--- src/rtl/vector_pkg.sv ---
// Shared types and constants for the vector store datapath.
package vector_pkg;

  localparam int LANES  = 4;
  localparam int LANE_W = 32;

  typedef enum logic [1:0] {
    IDLE  = 2'd0,
    WRITE = 2'd1,
    DONE  = 2'd2
  } vsu_state_t;

  typedef logic [$clog2(LANES)-1:0] lane_idx_t;

endpackage

--- src/rtl/lane_priority_encoder.sv ---
// Combinational lowest-set-bit encoder over the pending lane mask.
module lane_priority_encoder #(
  parameter int LANES = 4,
  parameter int IDX_W = (LANES > 1) ? $clog2(LANES) : 1
) (
  input  logic [LANES-1:0] mask,
  output logic [IDX_W-1:0] idx,
  output logic             valid
);

  // Scan from the top down so the lowest set bit wins.
  always_comb begin
    idx   = '0;
    valid = 1'b0;
    for (int i = LANES - 1; i >= 0; i--) begin
      if (mask[i]) begin
        idx   = IDX_W'(i);
        valid = 1'b1;
      end
    end
  end

endmodule

--- src/rtl/vector_store_unit.sv ---
// Stores one captured multi-lane ALU result to word memory, one enabled lane
// per accepted write, lowest lane first, then pulses done.
module vector_store_unit
  import vector_pkg::*;
#(
  parameter int LANES  = vector_pkg::LANES,
  parameter int LANE_W = vector_pkg::LANE_W,
  parameter int ADDR_W = 32
) (
  input  logic                    clk,
  input  logic                    rst_n,
  input  logic                    start,
  input  logic [LANES*LANE_W-1:0] data,
  input  logic [ADDR_W-1:0]       baseAddr,
  input  logic [ADDR_W-1:0]       stride,
  input  logic [LANES-1:0]        laneMask,
  input  logic                    memReady,
  output logic                    memWe,
  output logic [ADDR_W-1:0]       memAddr,
  output logic [LANE_W-1:0]       memWData,
  output logic                    busy,
  output logic                    done
);

  localparam int IDX_W = (LANES > 1) ? $clog2(LANES) : 1;

  vsu_state_t              state_q, state_d;
  logic [LANES*LANE_W-1:0] data_q, data_d;
  logic [ADDR_W-1:0]       base_q, base_d;
  logic [ADDR_W-1:0]       stride_q, stride_d;
  logic [LANES-1:0]        pend_q, pend_d;

  logic [IDX_W-1:0]        cur_idx;
  logic                    cur_valid;
  logic [ADDR_W-1:0]       lane_off;
  logic [ADDR_W-1:0]       lane_addr;
  logic [LANE_W-1:0]       lane_data;
  logic                    write_active;

  lane_priority_encoder #(
    .LANES (LANES),
    .IDX_W (IDX_W)
  ) u_enc (
    .mask  (pend_q),
    .idx   (cur_idx),
    .valid (cur_valid)
  );

  // Current lane address and data; the stride is arbitrary, so a real
  // product is used and the sum wraps silently modulo 2^ADDR_W.
  always_comb begin
    lane_off     = ADDR_W'(cur_idx) * stride_q;
    lane_addr    = base_q + lane_off;
    lane_data    = data_q[cur_idx*LANE_W +: LANE_W];
    write_active = (state_q == WRITE) && cur_valid;
  end

  // Next-state logic: latch operands on start in IDLE, retire one lane per
  // accepted write, single-cycle DONE back to IDLE.
  always_comb begin
    state_d  = state_q;
    data_d   = data_q;
    base_d   = base_q;
    stride_d = stride_q;
    pend_d   = pend_q;
    case (state_q)
      IDLE: begin
        if (start) begin
          data_d   = data;
          base_d   = baseAddr;
          stride_d = stride;
          pend_d   = laneMask;
          state_d  = (laneMask != '0) ? WRITE : DONE;
        end
      end
      WRITE: begin
        if (memReady) begin
          pend_d = pend_q & ~(LANES'(1) << cur_idx);
          if (pend_d == '0) state_d = DONE;
        end
      end
      DONE:    state_d = IDLE;
      default: state_d = IDLE;
    endcase
  end

  // State and operand registers; reset aborts any operation in flight.
  always_ff @(posedge clk or negedge rst_n) begin
    if (!rst_n) begin
      state_q  <= IDLE;
      data_q   <= '0;
      base_q   <= '0;
      stride_q <= '0;
      pend_q   <= '0;
    end else begin
      state_q  <= state_d;
      data_q   <= data_d;
      base_q   <= base_d;
      stride_q <= stride_d;
      pend_q   <= pend_d;
    end
  end

  // Outputs decode registered state only; address/data read zero when idle.
  always_comb begin
    memWe    = write_active;
    memAddr  = write_active ? lane_addr : '0;
    memWData = write_active ? lane_data : '0;
    busy     = (state_q != IDLE);
    done     = (state_q == DONE);
  end

endmodule

--- config.mk ---
export PLATFORM = sky130hd
export DESIGN_NAME = vector_store_unit
export DESIGN_NICKNAME = d
export VERILOG_FILES = /design/src/rtl/vector_pkg.sv /design/src/rtl/lane_priority_encoder.sv /design/src/rtl/vector_store_unit.sv
export SDC_FILE = /design/constraint.sdc
export NUM_CORES = 1
export LEC_CHECK = 0
export ABC_AREA = 1
export BUFFER_PORTS_ARGS = -buffer_cell sky130_fd_sc_hd__buf_4
export CAP_MARGIN = 0
export CORE_ASPECT_RATIO = 0.7
export CORE_MARGIN = 3
export CORE_UTILIZATION = 52
export CTS_BUF_LIST = sky130_fd_sc_hd__clkbuf_4 sky130_fd_sc_hd__clkbuf_8
export DETAILED_ROUTE_END_ITERATION = 6
export GPL_ROUTABILITY_DRIVEN = 0
export HOLD_SLACK_MARGIN = 0.03
export PLACE_DENSITY_LB_ADDON = 0.05
export SETUP_SLACK_MARGIN = 0.2
export SLEW_MARGIN = 20
export SYNTH_ARGS = -nofsm -noshare
export SYNTH_HDL_FRONTEND = slang
export SYNTH_SLANG_ARGS = --single-unit
export TNS_END_PERCENT = 10
--- constraint.sdc ---
create_clock -name clk -period 3.4 [get_ports clk]
set_clock_uncertainty 0.2 [all_clocks]
set_input_delay 0 -clock clk [delete_from_list [all_inputs] [get_ports clk]]
set_output_delay 0 -clock clk [all_outputs]
set_load 0.05 [all_outputs]
Word-level counts from Yosys, hierarchy flattened
Index checks and enable logic that the tools add are counted.
{"block": "op_classes", "bitwise_logic": 2, "n_reduce_logical": 9, "add_sub_neg": 1, "n_mux": 18, "multipliers": 1, "n_shift": 2, "n_eq_ne": 5}
{"operator": "128-bit by 8-bit indexed part select with 32-bit output", "n": 1}
{"operator": "32-bit 2-to-1 mux", "n": 2}
{"operator": "32-bit adder", "n": 1}
{"operator": "2-bit by 32-bit multiplier with 32-bit output", "n": 1}
{"operator": "2-bit 2-to-1 mux", "n": 8}
{"operator": "4-bit 2-to-1 mux", "n": 2}
{"operator": "4-bit case mux with 2 select lines", "n": 1}
{"operator": "3-bit AND reduction", "n": 2}
{"operator": "4-bit AND", "n": 1}
{"operator": "4-bit logical NOT", "n": 1}
{"operator": "1-bit 2-to-1 mux", "n": 4}
{"operator": "2-bit inequality test, second input constant", "n": 2}
{"operator": "4-bit inverter", "n": 1}
{"operator": "2-bit case mux with 2 select lines", "n": 1}
{"operator": "2-bit nonzero test", "n": 2}
{"operator": "4-bit nonzero test", "n": 1}
{"operator": "1-bit by 2-bit << shifter with 4-bit output, first input constant", "n": 1}
{"operator": "2-bit by 1-bit == test with 1-bit output, second input constant", "n": 1}
{"operator": "2-bit == test, second input constant", "n": 1}
{"operator": "2-bit logical NOT", "n": 1}
{"operator": "2-bit by 1-bit inequality test with 1-bit output, second input constant", "n": 1}
{"operator": "2-bit AND reduction", "n": 1}
{"operator": "1-bit logical AND", "n": 1}
{"block": "word_totals", "register_bits": 198, "elab_cells": 43}

Longest topological paths before layout
{"block": "depth", "depth_word": 11, "mapped_depth": 22, "depth_no_buf": 20}

Cells and area by module
From an unflattened synthesis, not the netlist that was laid out.
{"block": "hier_totals", "cells_unflattened": 1351, "hier_area_um2": 11977.7}
{"module": "vector_store_unit", "instances": 1, "area_per_inst_um2": 11941.5, "cells_per_inst": 1343, "seq_area_each_um2": 4954.8}
{"module": "lane_priority_encoder", "instances": 1, "area_per_inst_um2": 36.3, "cells_per_inst": 8, "seq_area_each_um2": 0.0}

Least setup slack after synthesis
OpenSTA, ideal clock, no wires.
{"block": "synth_timing", "kind": "flip-flop to output port", "startpoint": "reg pend_q[0]", "endpoint": "out memAddr[25]", "path_stages_with_launch": 20, "required_time_ns": 3.200, "setup_slack_ns": -0.439, "n_path_buf": 2, "t_arrival_ns": 3.639, "cell_sequence": "dfrtp_1 > inv_1 > nand2_2 > nor2_4 > buf_2 > buf_2 > nand2_1 > fa_1 > inv_1 > ha_1 > fa_1 > nand3_1 > nand3_1 > nand2_1 > nand3_1 > nand2_1 > nand3_1 > nand2_1 > inv_1 > nor2_1"}
{"block": "synth_between", "elab_chain_len": 4, "elab_cells_between_ends": 6, "cone_classes": "add/sub: 1; mul: 1; mux: 3; reduce/logical: 1"}
{"element": "start: declaration", "line_no": "vector_store_unit.sv:31", "rtl": "logic [LANES-1:0] pend_q, pend_d;"}
{"element": "start signal: assignment", "line_no": "vector_store_unit.sv:100", "rtl": "pend_q <= pend_d;"}
{"element": "2-bit 2-to-1 mux", "line_no": "lane_priority_encoder.sv:16", "rtl": "if (mask[i]) begin"}
{"element": "2-bit by 32-bit multiplier with 32-bit output", "line_no": "vector_store_unit.sv:52", "rtl": "lane_off = ADDR_W'(cur_idx) * stride_q;"}
{"element": "32-bit adder", "line_no": "vector_store_unit.sv:53", "rtl": "lane_addr = base_q + lane_off;"}
{"element": "32-bit 2-to-1 mux (*)", "line_no": "vector_store_unit.sv:107", "rtl": "memAddr = write_active ? lane_addr : '0;"}
{"element": "end: declaration", "line_no": "vector_store_unit.sv:19", "rtl": "output logic [ADDR_W-1:0] memAddr,"}
Mark *: on every way between the ends. The rest lies on a longest branch, timed or not.

Final worst setup path
{"block": "layout_timing", "startpoint": "reg pend_q[1]", "endpoint": "out memAddr[30]"}
{"block": "layout_between", "elab_chain_len": 5, "elab_cells_between_ends": 8, "cone_classes": "add/sub: 1; mul: 1; mux: 5; reduce/logical: 1"}
{"element": "2-bit 2-to-1 mux (2 in series)", "line_no": "lane_priority_encoder.sv:16"}
{"element": "2-bit by 32-bit multiplier with 32-bit output", "line_no": "vector_store_unit.sv:52"}
{"element": "32-bit adder", "line_no": "vector_store_unit.sv:53"}
{"element": "32-bit 2-to-1 mux (*)", "line_no": "vector_store_unit.sv:107"}
Marks and branches as above.

==> run_results.csv <==
group,metric,value,unit
worst_setup_path,cp.required,3.20,ns
finish,finalNonFillerCells,2250,
cts,htreeDepth,4,
grt,gr-total-overflow,0,
hold_path,holdCritPathClass,"primary input to flip-flop",
worst_setup_path,start_kind,"flip-flop",
placed_design,place_area,14800,µm²
timing,worst_pin_slew,0.795,ns
finish,nets,2186,
grt,antenna_found_initial,0,
worst_setup_path,r2r_slack,0.65,ns
worst_setup_path,reg2reg_depth,8,
routing,drt_wl_total,40500,µm
logic_synthesis,synth_edf_count,0,
logic_synthesis,syn_area_per_cell,8.69,µm²
cts,clock_path_buffers,2,
run,drv_cap,0,
timing,rsz0062_at_grt,"yes",
logic_synthesis,yosys_most_used_dff,"dfrtp_1",
routing,vias_per_cell,5.23,
cts,clock_latency,0.46,ns
placed_design,port_buffers,266,
finish,final_common_cell,"buf_4",
floorplan,core,23000,µm²
grt,grt_pass1_wl,62000,µm
timing,worst_slack,-0.413,ns
grt,grt_max_degree,97,
outcome,violations,"negative setup slack",
timing,finalHoldViolCount,0,
worst_setup_path,critPathMaxFanout,5,
grt,grt_pass1_vias,11965,
grt,grt_use_total,30.5,%
finish,area.growth.synth_to_final,51.1,%
timing,hold_slack,0.0964,ns
finish,layout-drive-gt1-share,37.5,%
worst_setup_path,cp_data_arrival_time,3.61,ns
logic_synthesis,synthCells,1423,
cts,clk_pin_slew,0.10,ns
logic_synthesis,synth-warning-count,0,
routing,drcViolationCount,0,
floorplan,dieWidth,190,µm
timing,max_freq,262,MHz
cts,clock_sinks,198,
timing,setup_violations,27,
floorplan,ios,267,
floorplan,start_util,53.7,%
routing,drt_iter0_markers,748,
floorplan,dieArea,25700,µm²
worst_setup_path,cp-end-kind,"output port",
timing,relSlewSlack,47.0,%
timing,drv_slew,0,
logic_synthesis,ys_ff_latch,198,
logic_synthesis,synth_area,12400,µm²
logic_synthesis,synthArstFlopShare,100,%
routing,drtAntennaViolNets,0,
cts,root_buffer,"clkbuf_8",
placed_design,dp_hpwl,24500,µm
routing,wl_per_cell,18.0,µm
cts,tritoncts,"built",
floorplan,dieHeight,135,µm
hold_path,worstHoldPathCells,3,
cts,numCtsBuffers,17,
finish,final_cell_area,18700,µm²
routing,dr.pass1.iters,6,
worst_setup_path,critPathKind,"flip-flop to output port",
timing,fin_crit,3.81,ns
floorplan,num_rows,46,
logic_synthesis,syn-num-nets,1685,
outcome,outcome,"finished with violations",
placed_design,dp_cells,1978,
routing,dr_total_vias,11769,
logic_synthesis,seq_area_frac_synth,40.1,%
timing,finalCritPeriodShare,112,%
finish,final_cell_mix,"buf_4, nand2_1, dlygate4sd3_1, inv_1, dfrtp_1",
logic_synthesis,netlist-cell-type-count,38,
finish,nFillCells,1429,
==> layer usage <==
layer,GRT usage [%],vias to the layer above,share of wire (%)
met2,49.6,478,48
li1,-,5485,-
met4,7.74,0,1.8
met1,42.2,5742,43
met3,6.18,64,7.0
met5,0,-,0
==> through the flow <==
step / utilization [%] / TNS [ns] / setup slack [ns]
floorplan: - / 0 / 0.0872
global placement: 64.4 / -0.0511 / -0.0239
detailed placement: 64.4 / -0.665 / -0.0998
CTS: 78.3 / -7.73 / -0.372
global route: 81.2 / -13.70 / -0.596
finish: 81.2 / -9.30 / -0.413
==> synthesized netlist by cell type, drive strengths merged, types with 2 or more instances <==
cell type / n / area share, %
nor3: 4 / 0.16
mux2: 159 / 17
nor2: 172 / 5.4
a31oi: 32 / 1.6
fa: 31 / 5.0
o21ai: 49 / 2.0
dfrtp: 198 / 40
nand2: 350 / 11
and2: 4 / 0.20
xnor2: 3 / 0.21
clkbuf: 3 / 0.10
ha: 31 / 3.1
inv: 223 / 6.8
o21bai: 3 / 0.18
a21oi: 72 / 3.0
buf: 48 / 2.7
nand3: 33 / 1.4
nand4: 2 / 0.10
==> layout make-up <==
cell class / instances / area, µm² / share of cell area, %
clock buffer: 22 / 284 / 1.52
antenna: 1 / 2.50 / 0.0134
timing repair inverter: 2 / 32.5 / 0.174
inverter: 223 / 852 / 4.56
timing repair buffer: 531 / 4740 / 25.3
multi-input combinational: 951 / 7300 / 39.0
clock inverter: 10 / 144 / 0.770
sequential: 198 / 4950 / 26.5
tap: 312 / 390 / 2.09
==> sequential cells by signal, indices dropped and copies added (netlist names) <==
register	cells
base_q	32
data_q	128
pend_q	4
state_q	2
stride_q	32
==> logic make-up after synthesis <==
family	Yosys count	synth area share (%)
compound gates	161	7.10
fa+ha+maj	62	8.15
buf+inv	274	9.60
flops	198	40.1
simple gates	566	18.0
xor+xnor	3	0.212
mux	159	16.9
==> worst max-delay path, stage by stage, from the launching register on <==
cell	delay [ns]
dfrtp_1	0.42
inv_2	0.09
nand2_4	0.06
nor2_4	0.14
buf_12	0.12
buf_12	0.11
buf_16	0.12
nand2_2	0.06
fa_1	0.53
inv_2	0.05
ha_4	0.31
nand2_4	0.08
inv_4	0.08
nand2_2	0.07
nor3_2	0.19
nand2_2	0.08
nand2_4	0.12
nand2_4	0.06
nand3_2	0.06
nand2_1	0.05
nor2_2	0.14
buf_6	0.18
==> worst paths after layout <==
check / from / end
setup / recovery: pend_q[1] / memAddr[30]
hold / removal: stride[22] / stride_q[22]
setup reg to reg: state_q[1] / pend_q[1]
hold reg to reg: data_q[51] / data_q[51]
max in group asynchronous: rst_n / data_q[125]
min in group asynchronous: rst_n / data_q[116]
==> what timing repair did <==
item	4_1_cts	5_1_grt
pin swaps	20	45
hold endpoints to repair	390	0
gates cloned	3	1
setup buffers	16	12
setup endpoints to repair	30	30
hold buffers	207	0
gates resized for setup	116	144
Power is left out: the tool's default activity adds up to more than one toggle a clock period on the data nets, which glitch-free logic cannot reach.
